$ cat src/rtl/reg_file_dump_reader.sv
// Sequential register-file dump reader: walks [first, last] through a private
// read port and streams each captured word out on a valid/ready port.
module reg_file_dump_reader #(
    parameter int N      = 32,
    parameter int ADDR_W = 5
) (
    input  logic              clk,
    input  logic              reset,
    input  logic              start_i,
    input  logic              abort_i,
    input  logic [ADDR_W-1:0] first_reg_i,
    input  logic [ADDR_W-1:0] last_reg_i,
    output logic [ADDR_W-1:0] read_register_o,
    input  logic [N-1:0]      read_data_i,
    output logic              dump_valid_o,
    input  logic              dump_ready_i,
    output logic [N-1:0]      dump_data_o,
    output logic [ADDR_W-1:0] dump_index_o,
    output logic              dump_last_o,
    output logic              busy_o,
    output logic              done_o,
    output logic              error_o,
    output logic [1:0]        dbg_state_o
);

    // Handshake: a word transfers on any rising edge where dump_valid_o and
    // dump_ready_i are both high; while valid is high and ready is low, the
    // data/index/last outputs hold. Valid falls only on a transfer or an abort.

    localparam logic [1:0] S_IDLE = 2'd0;
    localparam logic [1:0] S_LOAD = 2'd1;
    localparam logic [1:0] S_SEND = 2'd2;

    logic [1:0]        state_q, state_d;
    logic [ADDR_W-1:0] cur_q, cur_d;
    logic [ADDR_W-1:0] last_q, last_d;
    logic [ADDR_W-1:0] index_q, index_d;
    logic [N-1:0]      data_q, data_d;
    logic              valid_q, valid_d;
    logic              dlast_q, dlast_d;
    logic              busy_q, busy_d;
    logic              done_q, done_d;
    logic              error_q, error_d;
    logic              handshake;
    logic              at_last;

    assign handshake = valid_q & dump_ready_i;
    assign at_last   = (cur_q == last_q);

    always_comb begin
        state_d = state_q;
        cur_d   = cur_q;
        last_d  = last_q;
        index_d = index_q;
        data_d  = data_q;
        valid_d = valid_q;
        dlast_d = dlast_q;
        busy_d  = busy_q;
        done_d  = 1'b0;
        error_d = 1'b0;
        case (state_q)
            S_IDLE: begin
                if (start_i) begin
                    if (first_reg_i <= last_reg_i) begin
                        cur_d   = first_reg_i;
                        last_d  = last_reg_i;
                        busy_d  = 1'b1;
                        state_d = S_LOAD;
                    end else begin
                        error_d = 1'b1;
                    end
                end
            end
            S_LOAD: begin
                if (abort_i) begin
                    state_d = S_IDLE;
                    valid_d = 1'b0;
                    busy_d  = 1'b0;
                    dlast_d = 1'b0;
                end else begin
                    // The word is a snapshot taken here; later writes cannot touch it.
                    data_d  = read_data_i;
                    index_d = cur_q;
                    dlast_d = at_last;
                    valid_d = 1'b1;
                    state_d = S_SEND;
                end
            end
            S_SEND: begin
                // Abort wins over a transfer offered in the same cycle.
                if (abort_i) begin
                    state_d = S_IDLE;
                    valid_d = 1'b0;
                    busy_d  = 1'b0;
                    dlast_d = 1'b0;
                end else if (handshake) begin
                    valid_d = 1'b0;
                    if (at_last) begin
                        done_d  = 1'b1;
                        busy_d  = 1'b0;
                        state_d = S_IDLE;
                    end else begin
                        cur_d   = cur_q + 1'b1;
                        state_d = S_LOAD;
                    end
                end
            end
            default: begin
                state_d = S_IDLE;
                valid_d = 1'b0;
                busy_d  = 1'b0;
                dlast_d = 1'b0;
            end
        endcase
    end

    always_ff @(posedge clk or negedge reset) begin
        if (!reset) begin
            state_q <= S_IDLE;
            cur_q   <= '0;
            last_q  <= '0;
            index_q <= '0;
            data_q  <= '0;
            valid_q <= 1'b0;
            dlast_q <= 1'b0;
            busy_q  <= 1'b0;
            done_q  <= 1'b0;
            error_q <= 1'b0;
        end else begin
            state_q <= state_d;
            cur_q   <= cur_d;
            last_q  <= last_d;
            index_q <= index_d;
            data_q  <= data_d;
            valid_q <= valid_d;
            dlast_q <= dlast_d;
            busy_q  <= busy_d;
            done_q  <= done_d;
            error_q <= error_d;
        end
    end

    assign read_register_o = (state_q == S_LOAD) ? cur_q : '0;
    assign dump_valid_o    = valid_q;
    assign dump_data_o     = data_q;
    assign dump_index_o    = index_q;
    assign dump_last_o     = dlast_q;
    assign busy_o          = busy_q;
    assign done_o          = done_q;
    assign error_o         = error_q;
    assign dbg_state_o     = state_q;

endmodule

$ cat config.mk
export PLATFORM = sky130hd
export DESIGN_NAME = reg_file_dump_reader
export DESIGN_NICKNAME = d
export VERILOG_FILES = /design/src/rtl/reg_file_dump_reader.sv
export SDC_FILE = /design/constraint.sdc
export NUM_CORES = 1
export LEC_CHECK = 0
export ABC_AREA = 1
export BUFFER_PORTS_ARGS = -buffer_cell sky130_fd_sc_hd__buf_2
export CAP_MARGIN = 10
export CELL_PAD_IN_SITES_DETAIL_PLACEMENT = 0
export CELL_PAD_IN_SITES_GLOBAL_PLACEMENT = 1
export CORE_UTILIZATION = 37
export DETAILED_ROUTE_END_ITERATION = 6
export GPL_TIMING_DRIVEN = 0
export HOLD_SLACK_MARGIN = 0.12
export PLACE_DENSITY_LB_ADDON = 0.25
export SYNTH_ARGS = -nofsm -noshare
export SYNTH_HDL_FRONTEND = slang
export SYNTH_SLANG_ARGS = --single-unit
$ cat constraint.sdc
create_clock -name clk -period 2.6 [get_ports clk]
set_input_delay 0.26 -clock clk [delete_from_list [all_inputs] [get_ports clk]]
set_output_delay 0.26 -clock clk [all_outputs]
set_load 0.01 [all_outputs]
-- Word-level counts from Yosys, hierarchy flattened
Index checks and enable logic that the tools add are counted.
- memories kept: 0
- output and inout bits: 49
- logic and storage cells: 70
- memory bits (writable): 0
- latch bits: 0
- bits in read-only memories: 0
- bits in registers: 54
- shift-type cells: 0
- $add $sub $neg: 1
- $lt $le $gt $ge: 1
- reduce and logical (&&, ||, !) cells: 9
- multipliers: 0
- equality and inequality tests: 12
- multiplexer cells: 34
- bitwise logic cells: 3
- div/mod/pow operators: 0
- operator list (operator ; number):
    two-way mux 5 bit ; 6
    two-way mux 1 bit ; 18
    inequality test 2 bit (second input constant) ; 7
    two-way mux 2 bit ; 5
    one-hot mux 5 bit (2 select lines) ; 1
    one-hot mux 1 bit (3 select lines) ; 3
    inequality test 3 bit (second input constant) ; 2
    one-hot mux 2 bit (3 select lines) ; 1
    AND reduction 2 bit ; 3
    AND reduction 3 bit ; 2
    AND reduction 6 bit ; 1
    adder 5 x 1 -> 5 bit (second input constant) ; 1
    equality test 5 bit ; 1
    less-or-equal comparator 5 bit ; 1
    AND reduction 5 bit ; 1
    equality test 2 x 1 -> 1 bit (second input constant) ; 1
    equality test 2 bit (second input constant) ; 1
    logical NOT 2 bit ; 1
    inverter 1 bit ; 2
    nonzero test 2 bit ; 1
    AND 1 bit ; 1

-- Logic depth before layout (Yosys ltp)
Gate-level depths: netlist of run 1.
- depth in word-level cells: 5
- depth in mapped cells: 12

-- Worst setup path before layout of run 1
No wires, ideal clock.
- path type: input-to-reg
- start point: input last_reg_i[4]
- end point: register last_q[1]
- stages: 10
- data arrival time: 1.238 ns
- slack: 1.236 ns
- data required time: 2.474 ns
- setup time: 0.126 ns
- path buffers: 1
- path through: inv_1 -> ha_1 -> nand2_1 -> nor2_1 -> nand2_1 -> nand3_1 -> nand2_1 -> nand3_1 -> buf_2 -> o21ai_0
- cells in the longest elaborated chain, start to end: 2
- RTL lines (what ; line ; text):
    start, declared ; 12 ; input logic [ADDR_W-1:0] last_reg_i,
    less-or-equal comparator 5 bit ; 64 ; if (first_reg_i <= last_reg_i) begin
    AND reduction 3 bit (no source line) ; n/a ;
    end signal, assigned ; 132 ; last_q <= last_d;
    end, declared ; 36 ; logic [ADDR_W-1:0] last_q, last_d;
No other way between the ends.
A chain may end at the register's enable or synchronous reset.

-- Worst setup path after layout of run 1
- start point: register state_q[1], in the netlist dbg_state_o[1]
- end point: output read_register_o[0]
- cells in the longest elaborated chain, start to end: 2
- RTL lines (what ; line ; text):
    start, declared ; 34 ; logic [1:0] state_q, state_d;
    start signal, assigned ; 130 ; state_q <= state_d;
    equality test 2 x 1 -> 1 bit ; 143 ; assign read_register_o = (state_q == S_LOAD) ? cur_q : '0;
    two-way mux 5 bit ; 143 ;
    end, declared ; 13 ; output logic [ADDR_W-1:0] read_register_o,
No other way between the ends.

==> results of run 1 <==
-- logic make-up (layout without fill, tap and decap cells) --
| family | count (synthesis) | after routing |
|---|---|---|
| XOR/XNOR | 4 | 4 |
| multiplexers | 1 | 1 |
| adder cells (fa/ha/maj) | 6 | 6 |
| flip-flops | 54 | 54 |
| buffers and inverters | 32 | 136 |
| AO/OA/AOI/OAI | 19 | 19 |
| AND/OR/NAND/NOR | 179 | 179 |
-- placed cells by master (no fill, tap or decap), drive strengths merged --
cell type / count
a21oi: 4
buf: 105
clkbuf: 6
clkinvlp: 1
dfrtp: 54
dlygate4sd3: 1
ha: 6
inv: 23
mux2: 1
nand2: 154
nand3: 10
nor2: 13
nor3: 1
nor4: 1
o21ai: 15
xnor2: 2
xor2: 2
-- layout make-up --
class | count | area, um2
inverters | 23 | 86.3
multi-input cells | 209 | 947
well taps | 77 | 96.3
plain buffers | 9 | 45.0
repair buffers | 97 | 505
clock buffers | 6 | 72.6
clock inverters | 1 | 7.51
flip-flops and latches | 54 | 1350
fillers | 655 | 3240
-- worst paths after layout --
kind	cells past startpoint	startpoint	endpoint
setup / recovery	4	dbg_state_o[1]	read_register_o[0]
hold / removal	3	read_data_i[8]	dump_data_o[8]
max in group asynchronous	3	reset	cur_q[4]
min in group asynchronous	2	reset	dump_data_o[19]
setup reg to reg	7	dbg_state_o[1]	dump_data_o[28]
hold reg to reg	2	dump_data_o[5]	dump_data_o[5]
-- layer usage --
| layer | routed length (um) | global-route usage [%] | vias to the layer above |
|---|---|---|---|
| met5 | 0 | 0 | - |
| met4 | 75 | 5.17 | 0 |
| met3 | 223 | 3.48 | 6 |
| met2 | 2420 | 26.5 | 60 |
| met1 | 2680 | 23.9 | 918 |
| li1 | - | - | 1114 |
-- worst reg2reg max path, stage by stage, from the launching register on --
cell     delay, ps
dfrtp_1        420
nor2_1         140
inv_2           90
nor2_4         170
inv_2          110
buf_2          210
nand2_1         80
nand2_1         50
-- state kept, by name, indices dropped and copies added, names as in the netlist --
register / cells
dbg_state_o: 2
dump_data_o: 32
error_o: 1
dump_index_o: 5
busy_o: 1
cur_q: 5
done_o: 1
dump_valid_o: 1
last_q: 5
dump_last_o: 1
-- per-stage QoR --
step	utilization [%]	std cells
floorplan	-	295
global placement	47.3	467
detailed placement	47.3	467
CTS	48.5	474
global route	49.0	476
finish	49.0	476
-- report_power, final --
part | internal (uW) | switching (uW) | leakage, uW | total [uW]
clock network | 185 | 261 | 0.0000373 | 446
registers | 1210 | 229 | 0.000680 | 1440
logic | 583 | 901 | 0.00113 | 1480
==> metrics, run 1 <==
CP Max Fanout 6; Slew HR 59.3%; Primary FF master, synth dfrtp_1; final estimated routing congestion in global placement 0.754; ys async rst share 100%; Power Density roughly 1100 nW/um2; Port Buffers 95; CTS Buffer Depth 2; crit end category output port; crit path DAT ~1200 ps; TritonCTS clock tree done; placed instance area ~3000 um2; final hold violation count 0; grt total ovfl 0; post-cts sizing count 0; Std-Cell Rows 29; Final Max Tran Viols 0; maximum vdd drop around 0.47 mV; DP HPWL 4.01 mm; HP Class primary input to flip-flop; Synth Area in Compound Gates between 3 and 4%; Commonest cells post-synth nand2_1 (150), dfrtp_1 (54), inv_1 (20), nor2_1 (10), o21ai_0 (10); Die Wd a little over 80 um; final worst-path setup slack 1120 ps; synth warn 0; Mapped Area between 2000 and 2500 um2; slowest stage cell, crit path dfrtp_1; routed len/inst around 11 um; Setup TNS 0 ps; Avg Inst Size Synth between 8 and 9 um2; Post-Synth XOR/XNOR Area 1.44%; Post-synth EDFFs 0; CP required 2340 ps; synthesized net count ~350; Yosys top cell by area dfrtp_1; Worst Path Buf+Inv 2; total CTS buffers 5; antenna violations before repair 0; CTS sink count 54; htree depth 2; minimum clock period 1480 ps; DP Worst Slack between 900 and 1000 ps; Final Skew about 10 ps; Synth Area in Adders under 10%; total power 3370 uW; register area share after synthesis 55.6%; fin area about 3100 um2; Crit Path Category flip-flop to output port; DRT iter0 DRCs 62; CP most frequent cell nor2_1; Diodes inserted 0; Worst-Skew Late Latency 300 ps; Routed WL around 5.4 mm; crit path cell chain nor2_1, inv_2, nor2_1, buf_2; ranking of synthesized cells by area dfrtp_1 (56%), nand2_1 (23%), ha_1 (3.1%); MaxCap Viol Count 0; DRC 0; critical path's largest stage delay about 420 ps; FF+latch count, synth 54; Core Area roughly 6300 um2; Netlist cell types 21; num ports 96; Final Hold Slack between 150 and 200 ps; ANT nets after route 0; fin nets 452; global-route wire length before repair ~9.5 mm; Fmax 676 MHz; status complete, no violations; Vias per Instance about 4.4; 1st-pass router iterations 4; Clk Tree Root Cell clkbuf_8; mux cell area share after synthesis 0.463%; crit start category flip-flop; routed vias around 2100; layout cell share with drive strength beyond 1 30.8%; hold buffer count at CTS 0; CP delay by family, top flip-flops; largest family of logic cells by synthesized area simple AND/OR/NAND/NOR gates; Synth-to-Final Area Change 28.1%; vias in the first global route about 2000; Die Ht a little over 80 um; period utilization approximately 57%; RSZ-0062 raised after global routing no; share of the synthesized area in the top cell type 55.6%; Simple-Gate Fraction of Synth Area 30.1%; clk slew on worst S/H paths around 100 ps; die area slightly below 7000 um2; most frequent cell after synthesis nand2_1; Final setup viols 0; starting density of the core between 30% and 40%; GRT Resource Usage Total 17.0%; Leak 0.00185 uW; R2R Setup Slk roughly 1200 ps; Post-CTS Repair Setup Buffers 0; maximum number of pins on one net before global-route repair between 50 and 60; post-synthesis instance total between 200 and 300; Slew @ Worst Pin roughly 600 ps
Power figures use the tool's default switching activity.
==> run 2: changes to the inputs <==
Settings changed: CORE_UTILIZATION 37 to 34.
Clock period 2.6 ns to 1.5 ns, I/O delays scaled along.
==> metrics, run 2 (synthesized netlist as in run 1, its figures left out) <==
DRC 0 (unchanged); layout cell share with drive strength beyond 1 29.2% (-1.6 points); most common cell after layout, fill and taps aside nand2_1; htree depth 2 (unchanged); area of the multi-input gates 960 um2 (+1.3%); crit start category primary input; routed vias 2296 (+9.4%); CTS sink count 54 (unchanged); Vias per Instance 4.32 (-1.9%); max reg flops 32 (unchanged); ANT nets after route 0 (unchanged); FF/Latch Area 1350 um2 (about the same); Final Max Tran Viols 0 (unchanged); 1st-pass router iterations 4 (unchanged); Port Buffers 95 (unchanged); Filler Cell Count 703 (+7.3%); crit path cell chain dlygate4sd3_1, buf_2, ha_1, nand2_1, nand2_2, nand2_1, nand2_4, nand2_4, nand2_1, nand2_1; Final setup viols 0 (unchanged); routed len/inst 11.5 um (+1.1%); most frequent cells in the layout nand2_1 (149), buf_2 (102), dfrtp_1 (53), dlygate4sd3_1 (37), inv_1 (20); Crit Path Category primary input to flip-flop; CP Max Fanout 7 (+1); crit path DAT 1630 ps (+410 ps); starting density of the core 35.6% (-2.7 points); Synth-to-Final Area Change 45.6%; status complete, no violations; slowest stage cell, crit path dlygate4sd3_1; DRT iter0 DRCs 73 (+18%); Worst-Skew Late Latency 300 ps (about the same); Leak 0.00202 uW (+9.4%); Slew @ Worst Pin 683 ps (+73.1 ps); Power Density 1750 nW/um2 (+62%); grt total ovfl 0 (unchanged); worst hold stages 3 (unchanged); worst r2r path cells 5 (-2); placed instance area 3030 um2 (+0.79%); fin area 3540 um2 (+14%); Core Area 6830 um2 (+7.6%); Diodes inserted 0 (unchanged); clk slew on worst S/H paths 90 ps (about the same); crit end category flip-flop; num ports 96 (unchanged); total power 6200 uW (+84%); Die Ht 86.5 um (+4.2%); CP most frequent cell nand2_1; Clk Tree Root Cell clkbuf_8; total CTS buffers 5 (unchanged); CP required 1690 ps (-650 ps); antenna violations before repair 0 (unchanged); critical path's largest stage delay 530 ps (+110 ps); GRT Resource Usage Total 17.0% (-0.033 points); fin nets 488 (+8.0%); global-route wire length before repair 10.0 mm (+5.7%); vias in the first global route 2148 (+6.6%); maximum vdd drop 0.557 mV (+18%); Fmax ~700 MHz; TritonCTS clock tree done; Final Skew 5.38 ps (-4.59 ps); minimum clock period 1440 ps; HP Class primary input to flip-flop; Std-Cell Rows 30 (+3.4%); Routed WL 6.09 mm (+13%); MaxCap Viol Count 0 (unchanged); period utilization between 90% and 100%; Die Wd 86.5 um (+4.2%); final estimated routing congestion in global placement 0.782 (+3.8%); CTS Buffer Depth 2 (unchanged); maximum number of pins on one net before global-route repair 55 (unchanged); DP HPWL 4.20 mm (+4.7%); Slew HR 54.5% (-4.9 points); die area 7490 um2 (+8.6%); final hold violation count 0 (unchanged)
==> run 2: metrics by stage <==
step	hold WS (ps)	TNS, ps	utilization [%]	std cells	setup WS, ps
after global placement	351	-11.0	44.3	486	-3.61
after detailed placement	353	-529	44.3	486	-67.0
after global routing	134	-13.2	51.8	531	-11.0
after floorplan	-146	0	-	295	190
final	128	0	51.8	531	62.6
after CTS	126	0	51.2	529	41.9
==> run 2: final timing paths <==
check | end | from | slack (ps)
min in group asynchronous | dump_data_o[22] | reset | 430
max | cur_q[1] | last_reg_i[0] | 60
max reg2reg | cur_q[1] | dbg_state_o[1] | 130
min reg2reg | dump_data_o[2] | dump_data_o[2] | 470
min | last_q[1] | last_reg_i[1] | 130
max in group asynchronous | cur_q[0] | reset | 580
==> run 2: metal layers <==
| metal | global-route usage (%) | vias to the layer above | share of wire (%) |
|---|---|---|---|
| li1 | - | 1183 | - |
| met1 | 21.4 | 1041 | 47 |
| met2 | 29.7 | 66 | 47 |
| met3 | 3.62 | 6 | 4.9 |
| met4 | 4.09 | 0 | 1.1 |
| met5 | 0 | - | 0 |
==> run 2: layout make-up <==
| cell class | count | share of cell area (%) |
|---|---|---|
| multi-input cells | 209 | 27.1 |
| plain buffers | 9 | 1.45 |
| repair buffers | 133 | 24.2 |
| well taps | 96 | 3.39 |
| clock buffers | 6 | 2.33 |
| flip-flops and latches | 54 | 38.2 |
| clock inverters | 1 | 0.849 |
| inverters | 23 | 2.44 |
==> run 2: report_power, final <==
part | switching, uW | leakage [uW] | internal, uW
Combinational | 1600 | 0.00128 | 1090
Sequential | 413 | 0.000679 | 2100
Clock | 455 | 0.0000573 | 535
==> run 2: repair_timing <==
item | CTS | global route
endpoints found under the setup margin | 0 | 13
endpoints found under the hold margin | 36 | 54
resized for setup | 0 | 8
hold buffers | 36 | 1
buffers inserted | 0 | 1
==> run 2: critical path: cells and delay by family <==
kind | cells | cell delay (ps)
buffers and inverters | 2 | 660
and+or+nand+nor | 7 | 570
adders and majority gates | 1 | 260
